$ cat config.mk
export PLATFORM = sky130hd
export DESIGN_NAME = instr_fetch_unit
export DESIGN_NICKNAME = d
export VERILOG_FILES = /design/src/rtl/cpu_fetch_pkg.sv /design/src/rtl/instr_fetch_unit_fifo.sv /design/src/rtl/instr_fetch_unit.sv
export SDC_FILE = /design/constraint.sdc
export NUM_CORES = 1
export LEC_CHECK = 0
export BUFFER_PORTS_ARGS = -buffer_cell sky130_fd_sc_hd__buf_4
export CORE_MARGIN = 3
export CORE_UTILIZATION = 51
export CTS_CLUSTER_DIAMETER = 150
export DETAILED_ROUTE_END_ITERATION = 8
export GPL_ROUTABILITY_DRIVEN = 0
export HOLD_SLACK_MARGIN = 0.15
export PLACE_DENSITY = 0.86
export SYNTH_ARGS = -nofsm -noshare
export SYNTH_HDL_FRONTEND = slang
export SYNTH_HIERARCHICAL = 1
export SYNTH_SLANG_ARGS = --single-unit
$ cat constraint.sdc
create_clock -name clk -period 3.57 [get_ports clk]
set_input_delay 0.1785 -clock clk [delete_from_list [all_inputs] [get_ports clk]]
set_output_delay 0.1785 -clock clk [all_outputs]
set_load 0.1 [all_outputs]
$ cat src/rtl/cpu_fetch_pkg.sv
// Shared definitions for the fetch stage: branch-select codes, offset field widths,
// fetch FSM states and the branch-offset sign extension helper.
package cpu_fetch_pkg;

    localparam logic [1:0] BR_LINK   = 2'b00;
    localparam logic [1:0] BR_COND   = 2'b01;
    localparam logic [1:0] BR_UNCOND = 2'b10;
    localparam logic [1:0] BR_SEQ    = 2'b11;

    localparam int unsigned OFS_COND_W   = 8;
    localparam int unsigned OFS_UNCOND_W = 11;
    localparam int unsigned OFS_LINK_W   = 6;

    typedef enum logic [1:0] {
        BOOT,
        RUN,
        FLUSH
    } fetch_state_t;

    // Sign-extends the low 'width' bits of an instruction word to 32 bits.
    function automatic logic [31:0] sext_offset(input logic [15:0] ins, input int unsigned width);
        logic [31:0] v;
        v = {16'h0000, ins} << (32 - width);
        return $signed(v) >>> (32 - width);
    endfunction

endpackage

$ cat src/rtl/instr_fetch_unit_fifo.sv
// fetch_fifo: small power-of-two FIFO holding {pc, instr} pairs between the
// instruction memory and decode; clear empties it in one cycle and beats push/pop.
module fetch_fifo #(
    parameter int DEPTH = 2,
    parameter int WIDTH = 32
) (
    input  logic                    clk,
    input  logic                    reset,
    input  logic                    push,
    input  logic [WIDTH-1:0]        push_data,
    input  logic                    pop,
    input  logic                    clear,
    output logic [WIDTH-1:0]        head,
    output logic [$clog2(DEPTH):0]  count,
    output logic                    empty
);
    localparam int AW = $clog2(DEPTH);
    localparam int CW = AW + 1;

    logic [WIDTH-1:0] mem_q [DEPTH];
    logic [AW-1:0]    rd_ptr_q, rd_ptr_d;
    logic [AW-1:0]    wr_ptr_q, wr_ptr_d;
    logic [CW-1:0]    count_q, count_d;
    logic             full, do_push, do_pop;

    assign full    = (count_q == CW'(DEPTH));
    assign empty   = (count_q == '0);
    assign do_push = push && !clear && (!full || pop);
    assign do_pop  = pop && !clear && !empty;

    // NOTE: every always_comb output gets a default first so no path can infer a latch.
    always_comb begin
        rd_ptr_d = rd_ptr_q;
        wr_ptr_d = wr_ptr_q;
        count_d  = count_q;
        if (clear) begin
            rd_ptr_d = '0;
            wr_ptr_d = '0;
            count_d  = '0;
        end else begin
            if (do_push) wr_ptr_d = wr_ptr_q + AW'(1);
            if (do_pop)  rd_ptr_d = rd_ptr_q + AW'(1);
            count_d = count_q + CW'(do_push) - CW'(do_pop);
        end
    end

    // NOTE: storage is deliberately not reset; the pointers alone decide which entries are live.
    always_ff @(posedge clk) begin
        if (do_push) mem_q[wr_ptr_q] <= push_data;
    end

    // NOTE: sequential state uses non-blocking assignments so all flops update together.
    always_ff @(posedge clk or negedge reset) begin
        if (!reset) begin
            rd_ptr_q <= '0;
            wr_ptr_q <= '0;
            count_q  <= '0;
        end else begin
            rd_ptr_q <= rd_ptr_d;
            wr_ptr_q <= wr_ptr_d;
            count_q  <= count_d;
        end
    end

    assign head  = mem_q[rd_ptr_q];
    assign count = count_q;

endmodule

$ cat src/rtl/instr_fetch_unit.sv
// Fetch stage: owns the PC, issues halfword reads, buffers responses and redirects on
// taken branches. Define FETCH_PERF_EN to add saturating flush/stall performance counters.
module instr_fetch_unit
    import cpu_fetch_pkg::*;
#(
    parameter int              PC_W       = 16,
    parameter int              FIFO_DEPTH = 2,
    parameter logic [PC_W-1:0] RESET_PC   = '0
) (
    input  logic            clk,
    input  logic            reset,
    output logic            imem_req,
    output logic [PC_W-1:0] imem_addr,
    input  logic            imem_rvalid,
    input  logic [15:0]     imem_rdata,
    output logic [15:0]     instr,
    output logic [PC_W-1:0] instr_pc,
    output logic            instr_valid,
    input  logic            instr_ready,
    input  logic            redirect_valid,
    input  logic            Branch,
    input  logic [1:0]      brSel,
    input  logic            brEx,
    input  logic [PC_W-1:0] br_pc,
    input  logic [15:0]     br_instr,
    input  logic [PC_W-1:0] br_reg,
    output logic [PC_W-1:0] link_addr
`ifdef FETCH_PERF_EN
    ,
    output logic [15:0]     perf_flush_cnt,
    output logic [15:0]     perf_stall_cnt
`endif
);
    localparam int CNT_W = $clog2(FIFO_DEPTH) + 1;
    localparam int SUM_W = CNT_W + 1;

    fetch_state_t    state_q, state_d;
    logic [PC_W-1:0] pc_q, pc_d;
    logic [PC_W-1:0] resp_pc_q, resp_pc_d;
    logic [CNT_W-1:0] inflight_q, inflight_d;
    logic [CNT_W-1:0] discard_q, discard_d;

    logic             redirect, push, pop;
    logic [PC_W-1:0]  target;
    logic [31:0]      ofs;
    logic [CNT_W-1:0] fifo_count;
    logic             fifo_empty;
    logic [PC_W+15:0] fifo_head;

    assign redirect = redirect_valid && Branch && (brEx || brSel != BR_SEQ);

    always_comb begin
        ofs = '0;
        case (brSel)
            BR_COND:   ofs = sext_offset(br_instr, OFS_COND_W);
            BR_UNCOND: ofs = sext_offset(br_instr, OFS_UNCOND_W);
            default:   ofs = sext_offset(br_instr, OFS_LINK_W);
        endcase
        target = brEx ? br_reg : (br_pc + PC_W'(1) + ofs[PC_W-1:0]);
    end

    // Buffer slots are reserved at issue time, so a response can always be pushed.
    assign imem_req  = (state_q != BOOT) &&
                       (SUM_W'(inflight_q) + SUM_W'(fifo_count) < SUM_W'(FIFO_DEPTH));
    assign imem_addr = pc_q;
    assign link_addr = br_pc + PC_W'(1);

    assign push        = imem_rvalid && (discard_q == '0) && !redirect;
    assign instr_valid = !fifo_empty && !redirect;
    assign pop         = instr_valid && instr_ready;
    assign instr       = fifo_empty ? '0 : fifo_head[15:0];
    assign instr_pc    = fifo_empty ? '0 : fifo_head[PC_W+15:16];

    always_comb begin
        pc_d       = pc_q;
        resp_pc_d  = resp_pc_q;
        discard_d  = discard_q;
        inflight_d = inflight_q + CNT_W'(imem_req) - CNT_W'(imem_rvalid);

        if (redirect) begin
            pc_d      = target;
            resp_pc_d = target;
            // Everything still outstanding after this cycle is wrong-path, including
            // the request issued now with the old pc.
            discard_d = inflight_d;
        end else begin
            if (imem_req) pc_d = pc_q + PC_W'(1);
            if (push)     resp_pc_d = resp_pc_q + PC_W'(1);
            if (imem_rvalid && discard_q != '0) discard_d = discard_q - CNT_W'(1);
        end

        state_d = state_q;
        case (state_q)
            BOOT:    state_d = RUN;
            default: state_d = (discard_d != '0) ? FLUSH : RUN;
        endcase
    end

    always_ff @(posedge clk or negedge reset) begin
        if (!reset) begin
            state_q    <= BOOT;
            pc_q       <= RESET_PC;
            resp_pc_q  <= RESET_PC;
            inflight_q <= '0;
            discard_q  <= '0;
        end else begin
            state_q    <= state_d;
            pc_q       <= pc_d;
            resp_pc_q  <= resp_pc_d;
            inflight_q <= inflight_d;
            discard_q  <= discard_d;
        end
    end

    fetch_fifo #(
        .DEPTH (FIFO_DEPTH),
        .WIDTH (PC_W + 16)
    ) u_fifo (
        .clk       (clk),
        .reset     (reset),
        .push      (push),
        .push_data ({resp_pc_q, imem_rdata}),
        .pop       (pop),
        .clear     (redirect),
        .head      (fifo_head),
        .count     (fifo_count),
        .empty     (fifo_empty)
    );

`ifdef FETCH_PERF_EN
    logic [15:0] flush_cnt_q, flush_cnt_d;
    logic [15:0] stall_cnt_q, stall_cnt_d;

    always_comb begin
        flush_cnt_d = flush_cnt_q;
        stall_cnt_d = stall_cnt_q;
        if (redirect && flush_cnt_q != 16'hFFFF) flush_cnt_d = flush_cnt_q + 16'd1;
        if (state_q != BOOT && !instr_valid && stall_cnt_q != 16'hFFFF)
            stall_cnt_d = stall_cnt_q + 16'd1;
    end

    always_ff @(posedge clk or negedge reset) begin
        if (!reset) begin
            flush_cnt_q <= '0;
            stall_cnt_q <= '0;
        end else begin
            flush_cnt_q <= flush_cnt_d;
            stall_cnt_q <= stall_cnt_d;
        end
    end

    assign perf_flush_cnt = flush_cnt_q;
    assign perf_stall_cnt = stall_cnt_q;
`endif

endmodule

### Word-level counts from Yosys, hierarchy flattened

Memories as Yosys holds them, arrays and structs flattened.
Cells that the tools add are included.

* memory bits (writable): 64
* register bits after elaboration: 42
* word-level logic and storage cells: 72
* memories: 1
* ROM bits: 0
* latch bits: 0

* div/mod/pow operators: 0
* bitwise operators: 0
* multipliers: 0
* shift operators: 0
* add/sub/neg operators: 12
* eq/ne operators: 4
* $lt $le $gt $ge: 1
* muxes and demuxes: 19
* reduce and logical (&&, ||, !) cells: 27

Memories
* u_fifo.mem_q: words 2, bits a word 32, read ports 1, clocked after memory_dff 0, wr ports 1, line instr_fetch_unit_fifo.sv:20 `logic [WIDTH-1:0] mem_q [DEPTH];`

Operators with widths (number)
* two-way mux 16 bit: 7
* adder 16 x 1 -> 16 bit (second input constant): 3
* one-hot mux 16 bit (2 select lines): 1
* adder 16 bit: 1
* nonzero test 2 bit: 7
* logical AND 1 bit: 12
* two-way mux 2 bit: 5
* logical NOT 2 bit: 3
* two-way mux 1 bit: 6
* adder 2 x 1 -> 2 bit: 2
* == test 2 bit (second input constant): 2
* subtractor 2 x 1 -> 2 bit: 2
* adder 2 x 2 -> 3 bit: 1
* logical NOT 1 bit: 3
* less-than comparator 3 x 2 -> 1 bit (second input constant): 1
* adder 1 bit (second input constant): 2
* == test 2 x 1 -> 1 bit (second input constant): 1
* logical OR 1 bit: 2
* inequality test 2 bit (second input constant): 1
* subtractor 2 x 1 -> 2 bit (second input constant): 1

### Depth between registers and ports, before layout

Gate-level depths: netlist of the first run.

* depth after elaboration: 11
* mapped depth: 14

### By module

Netlist of the first run, hierarchy kept.

By module, submodules not included
* instr_fetch_unit: cells an instance 448, instances 1, area each 3721.1 µm², seq. area each 950.9 µm²
* fetch_fifo: cells an instance 123, instances 1, area each 2534.9 µm², seq. area each 2021.9 µm²

### Least setup slack after synthesis of the first run

OpenSTA, ideal clock, no wires.

* kind: input to register
* start point: input port brSel[0]
* end point: memory u_fifo.mem_q[0][0], enable pin
* stages: 10
* required time: 3.149 ns
* slack: -0.875 ns
* arrival time: 4.024 ns
* path through: ha_1 nand2_1 nand3_1 inv_1 buf_2 nor2_1 and2_1 or3b_1 nand3b_1 nor2_1

* cells in the longest elaborated chain, start to end: 10
* elaborated cells on any way between the ends: 12
* classes of those cells: 1 x eq/ne; 2 x mux; 9 x reduce/logical

Ends and longest elaborated chain
* start: declaration: line instr_fetch_unit.sv:22 `input logic [1:0] brSel,`
* inequality test 2 bit: line instr_fetch_unit.sv:50 `assign redirect = redirect_valid && Branch && (brEx || brSel != BR_SEQ);`
* logical OR 1 bit: line instr_fetch_unit.sv:50
* logical AND 1 bit: line instr_fetch_unit.sv:50
* logical NOT 1 bit: line instr_fetch_unit.sv:69 `assign instr_valid = !fifo_empty && !redirect;`
* logical AND 1 bit: line instr_fetch_unit.sv:69
* via instr_valid: line instr_fetch_unit.sv:18 `output logic instr_valid,`
* logical AND 1 bit: line instr_fetch_unit.sv:70 `assign pop = instr_valid && instr_ready;`
* via pop: line instr_fetch_unit.sv:43 `logic redirect, push, pop;`
* logical OR 1 bit: line instr_fetch_unit_fifo.sv:28 `assign do_push = push && !clear && (!full || pop);`
* logical AND 1 bit: line instr_fetch_unit_fifo.sv:28
* two-way mux 1 bit: line instr_fetch_unit_fifo.sv:49 `if (do_push) mem_q[wr_ptr_q] <= push_data;`
* two-way mux 1 bit (implied by the code): line instr_fetch_unit_fifo.sv:49
* end: declaration: line instr_fetch_unit_fifo.sv:20

The timed path passes the listed nets, and every way through them passes these cells.

### Worst setup path in the final report of the first run

* start point: register u_fifo.count_q[0], in the netlist u_fifo/count[0]
* end point: register state_q[0]

* cells in the longest elaborated chain, start to end: 9

Ends and longest elaborated chain
* start: declaration: line instr_fetch_unit_fifo.sv:23 `logic [CW-1:0] count_q, count_d;`
* start signal: assignment: line instr_fetch_unit_fifo.sv:61 `count_q <= count_d;`
* adder 2 x 2 -> 3 bit: line instr_fetch_unit.sv:64 `(SUM_W'(inflight_q) + SUM_W'(fifo_count) < SUM_W'(FIFO_DEPTH));`
* less-than comparator 3 x 2 -> 1 bit: line instr_fetch_unit.sv:64
* logical AND 1 bit: line instr_fetch_unit.sv:63 `assign imem_req = (state_q != BOOT) &&`
* adder 2 x 1 -> 2 bit: line instr_fetch_unit.sv:78 `inflight_d = inflight_q + CNT_W'(imem_req) - CNT_W'(imem_rvalid);`
* subtractor 2 x 1 -> 2 bit: line instr_fetch_unit.sv:78
* via inflight_d[1]: line instr_fetch_unit.sv:40 `logic [CNT_W-1:0] inflight_q, inflight_d;`
* two-way mux 2 bit: line instr_fetch_unit.sv:80 `if (redirect) begin`
* via discard_d[1]: line instr_fetch_unit.sv:41 `logic [CNT_W-1:0] discard_q, discard_d;`
* nonzero test 2 bit: line instr_fetch_unit.sv:95 `default: state_d = (discard_d != '0) ? FLUSH : RUN;`
* two-way mux 2 bit: line instr_fetch_unit.sv:95
* two-way mux 2 bit: line instr_fetch_unit.sv:93 `case (state_q)`
* via state_d[0]: line instr_fetch_unit.sv:37 `fetch_state_t state_q, state_d;`
* end signal: assignment: line instr_fetch_unit.sv:107 `state_q <= state_d;`
* end: declaration: line instr_fetch_unit.sv:37

The timed path passes the listed nets, and every way through them passes these cells.
A chain may end at the register's enable or synchronous reset.

==> impl_metrics.py, run 1 <==
metrics = {
    "clock_network": {
        "cts.sinks": 106,
        "tritoncts": "done",
        "ctsHtreeMaxLevel": 3,
        "numCtsBuffers": 9,
        "cts_root_buf": "clkbuf_16",
        "cts.path.max_buffers": 2,
        "cts_resized": 0,
        "clk_latency_ns": 0.35,
        "clkTransAtPathRegs_ns": 0.07,
    },
    "min_path": {
        "hold_path.class": "input pin to register",
    },
    "power_and_ir_drop": {
        "p_leak_nw": 3.270,
        "ir_worst_vdd_mv": 0.5089,
        "powerDensity_nw_per_um2": 821.9,
        "total_power_mw": 6.520,
    },
    "timing": {
        "hold_viol": 0,
        "slew_headroom_pct": 51.16,
        "hold-worst-slack_ns": 0.1524,
        "fin_skew_ns": 0.005604,
        "fin_ws_ns": 0.7084,
        "maxSlewViolCount": 0,
        "worst_pin_slew_ns": 0.7326,
        "setup_tns_ns": 0,
        "fin_crit_ns": 2.862,
        "clock.fmax_ghz": 0.3495,
        "setup_viol": 0,
        "rsz0062_at_grt": "no",
        "fin_crit_sh_pct": 80.16,
    },
    "grt": {
        "antenna_found_initial": 0,
        "grt_pass1_vias": 5089,
        "grt_pass1_wl_um": 23730,
        "grt_max_degree": 43,
        "groute.usage.overall_pct": 22.00,
        "gr-total-overflow": 0,
    },
    "layout": {
        "final_util_pct": 67.74,
        "n_fill_cell": 855,
        "nNetsFinal": 824,
        "diodes": 0,
        "finalInstanceArea_um2": 7933,
        "syn_to_final_growth_pct": 26.80,
        "final_cell_count_no_fill": 871,
        "layout-drive-gt1-share_pct": 31.59,
    },
    "setup_path": {
        "cp_max_fo": 7,
        "start_kind": "register",
        "end_kind": "register",
        "worstPathArrival_ns": 3.10,
        "criticalPathCategory": "register to register",
        "required_ns": 3.81,
    },
    "floorplanning": {
        "die_x_um": 116.8,
        "fp.dieH_um": 116.8,
        "initial_utilization_pct": 53.42,
        "fp-row-count": 39,
        "io_pins": 139,
        "design.core.area_um2": 11710,
        "die_area_um2": 13630,
    },
    "synthesis": {
        "syn_inst": 571,
        "synth-edff-count": 64,
        "synth_ff_type": "edfxtp_1",
        "ys_ff_latch": 106,
        "synthArstFlopShare_pct": 39.62,
        "synth.top_cell.area_share_pct": 30.72,
        "yosysUniqueCellTypes": 66,
        "syn_avg_cell_area_um2": 10.96,
        "synth_top_area_cell": "edfxtp_1",
        "syn_nets": 672,
        "yosys-top-cells-area": "edfxtp_1 (31%), dfrtp_1 (17%), mux2_2 (6.1%)",
        "syn-cell-area_um2": 6256,
        "yosys_warnings": 6,
        "ys_seq_area_share_pct": 47.52,
    },
    "placement": {
        "post-place-ws_ns": 0.5453,
        "hpwl_um": 10950,
        "dp_cells": 836,
        "io_buffers": 133,
        "place_area_um2": 7456,
    },
    "route": {
        "drt-vias-per-instance": 5.493,
        "drcViolationCount": 0,
        "wire_per_inst_um": 16.77,
        "detail-route-antenna-nets": 0,
        "num_vias": 4784,
        "dr.pass1.iters": 5,
        "routed_wl_um": 14600,
        "drtIter0Drc": 384,
    },
    "outcome": {
        "status": "finished, final reports clean",
    },
    "run": {
        "cap_violations": 0,
    },
}
[cell usage after synthesis (2+ instances only)]
cell type  instances
clkbuf_1           9
and2_1             6
o211ai_1           2
edfxtp_1          64
nand4_1            8
nor2_1            51
a31oi_1            2
inv_1             19
nor2b_1           35
a21boi_0           6
o21a_1             4
and2_0             3
a221oi_2           2
buf_2              5
mux2_2            34
or3_1              5
and4_1             2
nor3_1             5
a2bb2oi_1          2
a22o_1             2
o21bai_1           3
nand2b_1           2
fa_1               2
xnor2_1           32
o21ai_1            2
a21oi_1           30
ha_1              26
o21ai_0           24
a21o_1             6
nand2_1           43
nand3_1           17
and3_1             4
o211a_1            2
a211oi_2           4
dfrtp_1           42
buf_6              3
or2_2              2
a211oi_1          11
xor2_1            22
a41oi_1            2
[report_power, final]
group          switching (mW)  internal (mW)  total [mW]
Sequential              0.259           1.61        1.87
Clock                   0.452          0.486       0.939
Combinational            2.70           1.01        3.71
Total                    3.41           3.11        6.52
[final timing paths]
path / from / end / slack, ns / cells past startpoint
min in group asynchronous: reset / state_q[1] / 0.35 / 2
worst min-delay path: br_reg[0] / imem_addr[0] / 0.15 / 3
worst min register to register: resp_pc_q[15] / u_fifo/mem_q[0][31] / 0.52 / 0
max in group asynchronous: reset / resp_pc_q[11] / 2.85 / 2
worst max-delay path: u_fifo/count[0] / state_q[0] / 0.71 / 12
worst max register to register: u_fifo/count[0] / state_q[0] / 0.71 / 12
[cells in the final DEF (no fill, tap or decap), types with 5 or more instances in the layout]
cell / count
a211oi_1: 11
a21boi_0: 6
a21o_1: 6
a21oi_1: 30
and2_1: 6
buf_4: 141
clkbuf_16: 9
dfrtp_1: 42
dlygate4sd3_1: 19
edfxtp_1: 64
ha_1: 26
inv_1: 19
mux2_2: 34
nand2_1: 43
nand3_1: 17
nand4_1: 8
nor2_1: 47
nor2b_1: 35
nor3_1: 5
o21ai_0: 24
or3_1: 5
xnor2_1: 26
xnor2_2: 7
xor2_1: 20
[cell type report]
class | count | area [um^2] | area share [%]
Clock buffer | 9 | 225.2 | 2.839
Sequential cell | 106 | 2973 | 37.48
Inverter | 19 | 71.32 | 0.8991
Clock inverter | 7 | 61.31 | 0.7729
Multi-Input combinational cell | 427 | 3174 | 40.02
Tap cell | 143 | 178.9 | 2.256
Timing Repair Buffer | 160 | 1249 | 15.74
[critical path: stages, from the launching register on]
cell and delay, ns:
dfrtp_1 0.43, and2_1 0.19, fa_1 0.43, or3_1 0.50, inv_1 0.27, ha_1 0.21
xnor2_1 0.13, xnor2_1 0.17, nand2_1 0.08, o21ai_0 0.11, nor2_1 0.07, nor2_1 0.12
inv_1 0.05
[routing by layer]
| layer | part of all wire, % | routed length, um | global-route usage, % |
|---|---|---|---|
| met4 | 1.6 | 240 | 7.569 |
| met1 | 41 | 5960 | 25.29 |
| met3 | 7.8 | 1134 | 5.233 |
| met5 | 0 | 0 | 0 |
| met2 | 50 | 7268 | 39.97 |
[sequential cells by signal, indices dropped and copies added (netlist names)]
signal,count
state_q,2
inflight_q,2
resp_pc_q,16
u_fifo/mem_q,64
u_fifo/count,2
u_fifo/rd_ptr_q,1
imem_addr,16
u_fifo/wr_ptr_q,1
discard_q,2
[cell families after synthesis]
kind of cell	share of synthesized area, %
simple gates	15.86
compound gates	13.48
flops	47.52
xor+xnor	8.080
buf+inv	2.860
mux	6.360
fa+ha+maj	5.840
[what timing repair did]
action / 4_1_cts / 5_1_grt
setup buffers: 0 / 0
hold endpoints to repair: 76 / 0
hold buffers: 19 / 0
(Power assumes the default switching activity.)
==> run 2: changes to the inputs <==
--- a/config.mk
+++ b/config.mk
@@ -5,6 +5,7 @@
 export SDC_FILE = /design/constraint.sdc
 export NUM_CORES = 1
 export LEC_CHECK = 0
+export ABC_AREA = 1
 export BUFFER_PORTS_ARGS = -buffer_cell sky130_fd_sc_hd__buf_4
 export CORE_MARGIN = 3
 export CORE_UTILIZATION = 51
@@ -12,7 +13,7 @@
 export DETAILED_ROUTE_END_ITERATION = 8
 export GPL_ROUTABILITY_DRIVEN = 0
 export HOLD_SLACK_MARGIN = 0.15
-export PLACE_DENSITY = 0.86
+export PLACE_DENSITY = 0.85
 export SYNTH_ARGS = -nofsm -noshare
 export SYNTH_HDL_FRONTEND = slang
 export SYNTH_HIERARCHICAL = 1
==> constraint.sdc (replaced) <==
create_clock -name clk -period 2.7 [get_ports clk]
set_input_delay 0.135 -clock clk [delete_from_list [all_inputs] [get_ports clk]]
set_output_delay 0.135 -clock clk [all_outputs]
set_load 0.1 [all_outputs]
==> run 2 against run 1 <==
Effect of this change: power rose by 48%; final cell count rose by 33%; critical path depth fell by 1; hold slack improved by 0.019 ns; clock skew rose by 0.0046 ns; via count rose by 22%; synthesized cell count rose by 45%; non-clock buffer count rose by 6; first-iteration DRC count rose by 17%; global-route usage rose by 0.20 points; routed wire length rose by 6.5%.
==> impl_metrics.py, run 2 <==
metrics = {
    "layout": {
        "syn_to_final_growth_pct": 29.86,
        "largest_reg_flops": 64,
        "regMostFlops": "u_fifo/mem_q",
        "layout-drive-gt1-share_pct": 22.35,
        "nNetsFinal": 1085,
        "final_cell_count_no_fill": 1157,
        "layout_commonest_cell": "nand2_1",
        "diodes": 0,
        "mostFrequentLayoutCells": "nand2_1 (220), buf_4 (148), nor2_1 (121)",
    },
    "timing": {
        "setup_viol": 0,
        "slew_headroom_pct": 60.24,
        "fin_crit_sh_pct": 84.19,
        "fin_skew_ns": 0.01017,
        "clock.fmax_ghz": 0.4399,
        "hold-worst-slack_ns": 0.1715,
        "maxSlewViolCount": 0,
        "worst_pin_slew_ns": 0.5957,
        "rsz0062_at_grt": "no",
        "hold_viol": 0,
        "fin_crit_ns": 2.273,
    },
    "floorplanning": {
        "fp-row-count": 40,
        "initial_utilization_pct": 53.22,
        "fp.dieH_um": 118.9,
        "die_x_um": 118.9,
        "design.core.area_um2": 12210,
        "die_area_um2": 14130,
        "io_pins": 139,
    },
    "synthesis": {
        "syn_nets": 931,
        "synthArstFlopShare_pct": 39.62,
        "synth-edff-count": 64,
        "synth_ff_type": "edfxtp_1",
        "syn-cell-area_um2": 6499,
        "yosysUniqueCellTypes": 41,
        "synthTopCellsByCount": "nand2_1 (223), nor2_1 (125), inv_1 (105), edfxtp_1 (64)",
        "syn_inst": 830,
        "ys_seq_area_share_pct": 45.75,
        "ys_ff_latch": 106,
        "syn_avg_cell_area_um2": 7.830,
        "synth.top_cell.area_share_pct": 29.57,
        "yosys-top-cells-area": "edfxtp_1 (30%), dfrtp_1 (16%), nand2_1 (13%)",
        "yosys_warnings": 6,
        "yosysMostFrequentCell": "nand2_1",
        "synth_top_area_cell": "edfxtp_1",
    },
    "setup_path": {
        "crit_end": "state_q[1]",
        "critPathLaunch": "u_fifo/count[0]",
        "start_kind": "register",
        "criticalPathCategory": "register to register",
        "reg2reg_depth": 11,
        "required_ns": 2.93,
        "end_kind": "register",
        "reg2reg_slack_ns": 0.43,
        "worstPathArrival_ns": 2.50,
        "r2r_start": "u_fifo/count[0]",
        "rr_endpoint": "state_q[1]",
        "cp_max_fo": 5,
    },
    "clock_network": {
        "cts_root_buf": "clkbuf_16",
        "numCtsBuffers": 9,
        "ctsHtreeMaxLevel": 3,
        "cts_setup_buffers": 0,
        "cts.path.max_buffers": 2,
        "clkTransAtPathRegs_ns": 0.07,
        "cts.sinks": 106,
        "clk_latency_ns": 0.34,
        "tritoncts": "done",
    },
    "power_and_ir_drop": {
        "total_power_mw": 9.676,
        "p_leak_nw": 4.114,
        "ir_worst_vdd_mv": 0.4372,
        "powerDensity_nw_per_um2": 1147,
    },
    "placement": {
        "io_buffers": 133,
        "hpwl_um": 11400,
        "dp_cells": 1123,
    },
    "route": {
        "wire_per_inst_um": 13.44,
        "dr.pass1.iters": 5,
        "routed_wl_um": 15550,
        "drcViolationCount": 0,
        "drt-vias-per-instance": 5.056,
        "drtIter0Drc": 449,
        "detail-route-antenna-nets": 0,
        "num_vias": 5850,
    },
    "grt": {
        "grt_pass1_wl_um": 25830,
        "grt_pass1_vias": 5580,
        "gr-total-overflow": 0,
        "antenna_found_initial": 0,
        "groute.usage.overall_pct": 22.20,
        "grt_max_degree": 43,
    },
    "min_path": {
        "hold_path.class": "input pin to register",
    },
    "run": {
        "cap_violations": 0,
    },
    "outcome": {
        "status": "finished, final reports clean",
    },
}
run 2: how the worst min path moves through the flow:
| stage | slack [ns] | endpoint | depth (start not counted) | from |
|---|---|---|---|---|
| final | 0.17 | resp_pc_q[2] | 3 | br_reg[2] |
| after global routing | 0.20 | imem_addr[2] | 3 | br_reg[2] |
| after CTS | 0.15 | resp_pc_q[2] | 3 | br_reg[2] |
| after detailed placement | 0.16 | inflight_q[1] | 1 | reset |
| after global placement | 0.17 | inflight_q[1] | 1 | reset |
| after floorplan | -0.16 | discard_q[0] | 0 | reset |
run 2: kinds of logic (layout without fill, tap and decap cells):
family | count (synthesis) | in the layout | share of synthesized area [%]
AND/OR/NAND/NOR | 432 | 432 | 27.74
buffers and inverters | 131 | 290 | 8.202
AO/OA/AOI/OAI | 107 | 107 | 9.184
flip-flops | 106 | 106 | 45.75
adder cells (fa/ha/maj) | 28 | 28 | 5.622
XOR/XNOR | 26 | 26 | 3.504
run 2: stage by stage:
step / setup slack [ns] / instance area, um^2 / TNS [ns] / utilization, %
2_1_floorplan: -0.06750 / 6782 / -0.1280 / -
3_3_place_gp: 0.2125 / 7984 / 0 / 65.38
3_5_place_dp: 0.1695 / 7984 / 0 / 65.38
4_1_cts: 0.4342 / 8439 / 0 / 69.11
5_1_grt: 0.2549 / 8439 / 0 / 69.11
6_report: 0.4269 / 8439 / 0 / 69.11
run 2: cell type report:
cell class / count / area, um^2
clock buffers: 16 / 275.3
multi-input cells: 593 / 3282
inverters: 108 / 407.9
flip-flops and latches: 106 / 2973
fillers: 959 / 3772
well taps: 168 / 210.2
repair buffers: 166 / 1291
run 2: timing repair:
| item | 4_1_cts | 5_1_grt |
|---|---|---|
| gates resized for setup | 0 | 0 |
| endpoints found under the setup margin | 0 | 0 |
| endpoints found under the hold margin | 75 | 0 |
| hold buffers | 18 | 0 |
run 2: critical path: stages (launching register included):
cell and delay [ns]:
dfrtp_1 0.43, nand2_1 0.09, inv_1 0.04, fa_1 0.48, nor3_4 0.31, ha_1 0.22
xnor2_1 0.14, xnor2_1 0.11, nand2_1 0.06, nand2_1 0.06, o22ai_1 0.16, inv_1 0.06
run 2: routing by layer:
layer / GRT usage [%] / vias up / part of all wire, %
met5: 0 / - / 0
li1: - / 2998 / -
met4: 6.300 / 0 / 1.3
met3: 6.885 / 15 / 7.5
met1: 26.48 / 2660 / 42
met2: 38.72 / 177 / 49
run 2: power breakdown:
group	switching, mW	internal, mW	leakage (nW)
sequential	0.422	2.22	1.07
clock	0.530	0.689	0.135
combinational	4.40	1.41	2.91
